<file path="config.mk">
export PLATFORM = sky130hd
export DESIGN_NAME = exe_stage
export DESIGN_NICKNAME = d
export VERILOG_FILES = /design/src/rtl/exe_stage.sv
export SDC_FILE = /design/constraint.sdc
export NUM_CORES = 1
export LEC_CHECK = 0
export CAP_MARGIN = 5
export CORE_ASPECT_RATIO = 0.7
export CORE_MARGIN = 10
export CORE_UTILIZATION = 35
export CTS_BUF_LIST = sky130_fd_sc_hd__clkbuf_4
export DETAILED_ROUTE_END_ITERATION = 12
export PLACE_DENSITY = 0.69
export SYNTH_ARGS = -nofsm -noshare
export SYNTH_HDL_FRONTEND = slang
export SYNTH_SLANG_ARGS = --single-unit
export TNS_END_PERCENT = 10
</file>
<file path="constraint.sdc">
create_clock -name clk -period 4.03 [get_ports clk]
set_input_delay 0.806 -clock clk [delete_from_list [all_inputs] [get_ports clk]]
set_output_delay 0.806 -clock clk [all_outputs]
set_load 0.05 [all_outputs]
</file>
<file path="src/rtl/exe_stage.sv">
// rtl/exe_stage.sv - execute stage: ALU, condition codes, branch/cmov condition and E->M pipeline register
module exe_stage #(
  parameter int W = 32
) (
  input  logic         clk,
  input  logic         rst,
  input  logic         in_valid,
  input  logic         stall,
  input  logic         bubble,
  input  logic         cc_block,
  input  logic [3:0]   icode,
  input  logic [3:0]   alufun,
  input  logic [3:0]   cond,
  input  logic         set_cc,
  input  logic [W-1:0] aluA,
  input  logic [W-1:0] aluB,
  input  logic [W-1:0] valA,
  input  logic [3:0]   dstE,
  output logic         out_valid,
  output logic [3:0]   out_icode,
  output logic [W-1:0] out_valE,
  output logic [W-1:0] out_valA,
  output logic [3:0]   out_dstE,
  output logic         out_cnd,
  output logic [2:0]   cc
);

  localparam logic [3:0] NOP_ICODE = 4'h1;
  localparam logic [3:0] NO_REG    = 4'hF;

  logic         r_valid;
  logic [3:0]   r_icode;
  logic [W-1:0] r_valE;
  logic [W-1:0] r_valA;
  logic [3:0]   r_dstE;
  logic         r_cnd;
  logic [2:0]   r_cc;

  logic [W-1:0] w_result;
  logic         w_zf;
  logic         w_sf;
  logic         w_of;
  logic         w_cnd;
  logic         w_cur_zf;
  logic         w_cur_sf;
  logic         w_cur_of;
  logic         w_load;
  logic         w_cc_we;

  always_comb begin
    w_result = '0;
    w_of     = 1'b0;
    case (alufun)
      4'd0: begin
        w_result = aluA + aluB;
        w_of = (aluA[W-1] == aluB[W-1]) && (w_result[W-1] != aluA[W-1]);
      end
      4'd1: begin
        w_result = aluA - aluB;
        w_of = (aluA[W-1] != aluB[W-1]) && (w_result[W-1] != aluA[W-1]);
      end
      4'd2: w_result = aluA & aluB;
      4'd3: w_result = aluA ^ aluB;
      default: w_result = '0;
    endcase
  end

  assign w_zf = (w_result == '0);
  assign w_sf = w_result[W-1];

  // Condition uses the architectural flags before this instruction's update
  assign {w_cur_zf, w_cur_sf, w_cur_of} = r_cc;

  always_comb begin
    w_cnd = 1'b0;
    case (cond)
      4'd0: w_cnd = 1'b1;
      4'd1: w_cnd = (w_cur_sf ^ w_cur_of) | w_cur_zf;
      4'd2: w_cnd = w_cur_sf ^ w_cur_of;
      4'd3: w_cnd = w_cur_zf;
      4'd4: w_cnd = ~w_cur_zf;
      4'd5: w_cnd = ~(w_cur_sf ^ w_cur_of);
      4'd6: w_cnd = ~(w_cur_sf ^ w_cur_of) & ~w_cur_zf;
      default: w_cnd = 1'b0;
    endcase
  end

  assign w_load  = in_valid && !bubble;
  assign w_cc_we = in_valid && set_cc && !bubble && !cc_block;

  always_ff @(posedge clk) begin
    if (rst) begin
      r_valid <= 1'b0;
      r_icode <= NOP_ICODE;
      r_valE  <= '0;
      r_valA  <= '0;
      r_dstE  <= NO_REG;
      r_cnd   <= 1'b0;
      r_cc    <= 3'b100;
    end else if (!stall) begin
      if (w_load) begin
        r_valid <= 1'b1;
        r_icode <= icode;
        r_valE  <= w_result;
        r_valA  <= valA;
        r_dstE  <= w_cnd ? dstE : NO_REG;
        r_cnd   <= w_cnd;
      end else begin
        r_valid <= 1'b0;
        r_icode <= NOP_ICODE;
        r_valE  <= '0;
        r_valA  <= '0;
        r_dstE  <= NO_REG;
        r_cnd   <= 1'b0;
      end
      if (w_cc_we) begin
        r_cc <= {w_zf, w_sf, w_of};
      end
    end
  end

  assign out_valid = r_valid;
  assign out_icode = r_icode;
  assign out_valE  = r_valE;
  assign out_valA  = r_valA;
  assign out_dstE  = r_dstE;
  assign out_cnd   = r_cnd;
  assign cc        = r_cc;

endmodule

</file>
Word-level counts from Yosys, hierarchy flattened
Index checks and enable logic that the tools add are counted.
{"block": "totals", "register_bits": 77, "latch_bits": 0, "ram_bits": 0, "mem_bits_ro": 0, "in_bits": 119, "elab_cells": 52, "memories": 0}
{"block": "op_classes", "addsub": 2, "mul": 0, "div_mod_pow": 0, "magnitude_cmp": 0, "n_eq_ne": 13, "n_shift": 0, "n_mux": 10, "bitwise": 8, "n_reduce_logical": 12}
{"cell": "$pmux 32 s4", "count": 1}
{"cell": "$mux 32", "count": 2}
{"cell": "$add 32x32->32", "count": 1}
{"cell": "$and 32x32->32", "count": 1}
{"cell": "$logic_not 32->1", "count": 1}
{"cell": "$sub 32x32->32", "count": 1}
{"cell": "$xor 32x32->32", "count": 1}
{"cell": "$eq 4x2->1 const B", "count": 4}
{"cell": "$eq 4x3->1 const B", "count": 3}
{"cell": "$mux 4", "count": 3}
{"cell": "$eq 4x1->1 const B", "count": 2}
{"cell": "$logic_not 4->1", "count": 2}
{"cell": "$pmux 1 s7", "count": 1}
{"cell": "$logic_and 1x1->1", "count": 6}
{"cell": "$ne 1x1->1", "count": 3}
{"cell": "$not 1->1", "count": 3}
{"cell": "$logic_not 1->1", "count": 2}
{"cell": "$mux 1", "count": 2}
{"cell": "$pmux 1 s2", "count": 1}
{"cell": "$reduce_and 2->1", "count": 1}
{"cell": "$and 1x1->1", "count": 1}
{"cell": "$eq 1x1->1", "count": 1}
{"cell": "$or 1x1->1", "count": 1}
{"cell": "$xor 1x1->1", "count": 1}

Depth between registers and ports, before layout
{"block": "depth", "word_depth": 6, "mapped_depth": 14, "mapped_depth_nobuf": 14}

Worst setup path before layout
No wires, ideal clock.
{"block": "synth_path", "kind": "input port to flip-flop", "startpoint": "input port aluA[0]", "endpoint": "register r_cc[2], in the netlist cc[2]", "setup_time_ns": 0.087, "arrival_time_ns": 3.657, "slack_ns": 0.286, "path_stages": 13, "path_cell_list": "inv_1 ha_1 fa_1 nand2b_1 a21o_1 a2111oi_0 a311o_1 o21ai_0 a31oi_1 a22oi_1 o21a_1 or4b_1 o31ai_1"}
{"block": "synth_between", "elab_chain_cells": 3, "word_cells_on_any_way": 6, "cone_classes": "add/sub (2); mux (1); bitwise (2); reduce/logical (1)"}
{"element": "start: declaration", "line_no": "15", "rtl": "input logic [W-1:0] aluA,"}
{"element": "$sub 32x32->32 (tied with other cells)", "line_no": "59", "rtl": "w_result = aluA - aluB;"}
{"element": "$pmux 32 s4 *", "line_no": "53", "rtl": "case (alufun)"}
{"element": "$logic_not 32->1 *", "line_no": "68", "rtl": "assign w_zf = (w_result == '0);"}
{"element": "end signal: assignment", "line_no": "117", "rtl": "r_cc <= {w_zf, w_sf, w_of};"}
{"element": "end: declaration", "line_no": "37", "rtl": "logic [2:0] r_cc;"}
Mark *: on every way between the ends. The rest lies on a longest branch, timed or not.
A chain may end at the register's enable or synchronous reset.

Worst setup path after layout
{"block": "layout_path", "startpoint": "input port aluA[1]", "endpoint": "register r_cc[2], in the netlist cc[2]"}
Same word-level chain as after synthesis.

==> flow_summary.json <==
{
  "async_reset_ff_share_pct": 0,
  "final_cell_mix": "buf_4 (275), clkdlybuf4s50_1 (185), nor2_1 (147)",
  "drv_cap": 0,
  "place.gp.congestion": 0.989,
  "initial_core_util_pct": 35.6,
  "dieWidth_um": 198,
  "drv_slew": 0,
  "hp-class": "reg -> reg",
  "clkSinkCount": 77,
  "multiInputGateArea_um2": 6120,
  "cp_max_fo": 4,
  "dpl.cell_count": 1754,
  "rsz0062_at_grt": "yes",
  "synthToLayoutAreaGrowth_pct": 61.4,
  "cts_buffers": 9,
  "antenna_found_initial": 2,
  "rr_worst_depth": 8,
  "rrSetupSlack_ps": 2370,
  "synthAdderAreaFrac_pct": 10.9,
  "dp_worst_setup_slack_ps": -848,
  "synth_top_family_by_area": "compound AO/OA/AOI/OAI gates",
  "leakage_nw": 5.29,
  "min_from": "out_valid",
  "fin_tns_setup_ps": 0,
  "grt_pass1_vias": 9256,
  "reg2reg_from": "cc[0]",
  "nNetsFinal": 1684,
  "design.core.area_um2": 21700,
  "cts_tree": "built",
  "setup.worst_path.class": "in -> reg",
  "fin_ws_ps": 18.0,
  "synth_xor_area_share_pct": 1.36,
  "ir_worst_vdd_uv": 114,
  "io_pins": 196,
  "timing.final.crit_share_pct": 99.6,
  "final_area_um2": 12500,
  "grt_pass1_wl_um": 52600,
  "startpoint_type": "primary input",
  "synthFlopType": "dfxtp_1",
  "hold_path_depth": 2,
  "finalHoldViolCount": 0,
  "worstMarginPinSlew_ps": 763,
  "synth_seq_cells": 77,
  "nFillCells": 2047,
  "insertion_delay_ps": 430,
  "drt_first_pass_iters": 5,
  "wl_um": 35300,
  "regArea_um2": 1540,
  "num_rows": 45,
  "ys_types": 90,
  "drc": 0,
  "yosys.area.top_type": "dfxtp_1",
  "synthTopCellsByArea": "dfxtp_1 (20%), ha_1 (10%), nor2_1 (7.2%)",
  "htreeDepth": 3,
  "synth_edf_count": 0,
  "fmax_ghz": 0.249,
  "arrival_ps": 4350,
  "drt_iter0_markers": 1110,
  "dieHeight_um": 144,
  "gr-usage-all-layers_pct": 23.0,
  "slew_headroom_pct": 49.1,
  "vias": 10200,
  "drive_above_1_share_pct": 26.1,
  "grt_start_max_net_pins": 70,
  "instances_no_fill": 1787,
  "skew_ps": 18.2,
  "wl_per_cell_um": 19.8,
  "viasPerCell": 5.70,
  "synth.avg_cell_area_um2": 7.11,
  "synth-simple-area-share_pct": 22.3,
  "syn-cell-area_um2": 7740,
  "ant_nets": 0,
  "p_per_area_nw_per_um2": 218,
  "dp.final_hpwl_um": 28100,
  "cts-root-buf": "clkbuf_4",
  "synth_mux_area_share_pct": 1.33,
  "total_power_mw": 2.72,
  "netlist_instances": 1089,
  "placed_area_um2": 11700,
  "dieArea_um2": 28500,
  "syn_nets": 1274,
  "synth_compound_area_share_pct": 36.7,
  "whs_endpoint": "out_valid",
  "clkTransAtPathRegs_ps": 120,
  "end_kind": "flop",
  "ys_seq_area_share_pct": 19.9,
  "synth_warnings": 0,
  "setup_violations": 0,
  "grt_overflow": 0,
  "synth_top_area_share_pct": 19.9,
  "period_needed_ps": 4010,
  "status": "completed",
  "io_buffers": 195,
  "rr_endpoint": "out_dstE[2]",
  "clockBufferDepth": 2,
  "layout_commonest_cell": "buf_4",
  "worstPathRequired_ps": 4370
}
[per-stage QoR]
stage,hold WS [ps],utilization (%)
after floorplan,690,-
after global placement,455,53.9
after detailed placement,467,53.9
after CTS,485,55.4
after global routing,523,57.4
final,492,57.5
[worst max-delay path, cell delays in order]
cell and delay, ps:
clkdlybuf4s50_1 480, inv_1 70, buf_4 140, fa_2 380
nand2b_4 150, a21o_1 230, buf_4 180, a21oi_2 150
nor2b_1 70, a221oi_1 250, o221ai_1 170, nand4b_1 280
nor4_2 350, nor4bb_4 270, nand4bb_1 150, o31ai_2 220
[timing repair]
item                                    in CTS  in global routing
hold buffers                                 0                  0
gates resized for setup                     28                 78
pin swaps                                   19                 43
setup buffers                                6                 12
endpoints found under the hold margin        0                  0
endpoints found under the setup margin       6                  9
[layer usage]
layer	vias up	share of wire [%]	GRT usage [%]	wire (um)
li1	4839	-	-	-
met1	4793	46	32.9	16100
met2	523	43	35.0	15200
met3	35	10	4.62	3570
met4	0	1.1	3.67	376
met5	-	0	0	0
[state kept, by name, summed over array words and instances, names as in the netlist]
| name | count |
|---|---|
| cc | 3 |
| out_dstE | 4 |
| out_cnd | 1 |
| out_icode | 4 |
| out_valE | 32 |
| out_valid | 1 |
| out_valA | 32 |
[kinds of logic after synthesis]
| kind of cell | Yosys count |
|---|---|
| simple gates | 364 |
| mux | 9 |
| fa+ha+maj | 66 |
| compound gates | 416 |
| flops | 77 |
| buf+inv | 145 |
| xor+xnor | 12 |
[layout make-up]
class,count,share of cell area (%)
Antenna cell,2,0.0401
Clock inverter,6,0.441
Sequential cell,77,12.3
Tap cell,282,2.83
Inverter,70,2.10
Timing Repair Buffer,474,32.7
Clock buffer,9,0.541
Multi-Input combinational cell,867,49.0
[synthesized netlist by cell type (4+ instances only)]
master     instances
nor2_1           148
a21oi_1           94
dfxtp_1           77
inv_1             68
nand2_1           68
o21ai_0           65
ha_1              64
a22oi_1           62
clkbuf_1          55
nand3_1           30
nor3_1            24
o211ai_1          21
a31oi_1           16
a211oi_1          15
nand2b_1          15
nor2b_1           15
a21o_1            14
buf_2             12
o21bai_1          10
a221oi_1           9
nor4_1             9
o31ai_1            9
or3_1              9
mux2i_1            8
o21a_1             8
o22ai_1            8
nand4_1            7
xnor2_1            7
a311oi_1           6
and3_1             6
o21ai_1            6
or2_2              6
a2111oi_0          5
xor2_1             5
a211o_1            4
a221o_1            4
a2bb2oi_1          4
buf_4              4
o2111ai_1          4
o31a_1             4
[how the worst max path moves through the flow]
| stage | from | endpoint | slack (ps) | depth (start not counted) |
|---|---|---|---|---|
| CTS | aluB[0] | cc[2] | 3 | 14 |
| floorplan | aluA[0] | cc[2] | 290 | 13 |
| finish | aluA[1] | cc[2] | 20 | 16 |
| global placement | aluA[0] | cc[2] | -710 | 15 |
| detailed placement | aluA[0] | cc[2] | -850 | 15 |
| global route | aluA[1] | cc[2] | -70 | 16 |
[where the power goes]
group	leakage [nW]	internal, mW	switching (mW)	total (mW)
clock network	0.0667	0.180	0.257	0.436
logic	4.60	0.713	0.790	1.50
registers	0.623	0.777	0.00856	0.785
Note: power is estimated with default switching activity, not from simulation.
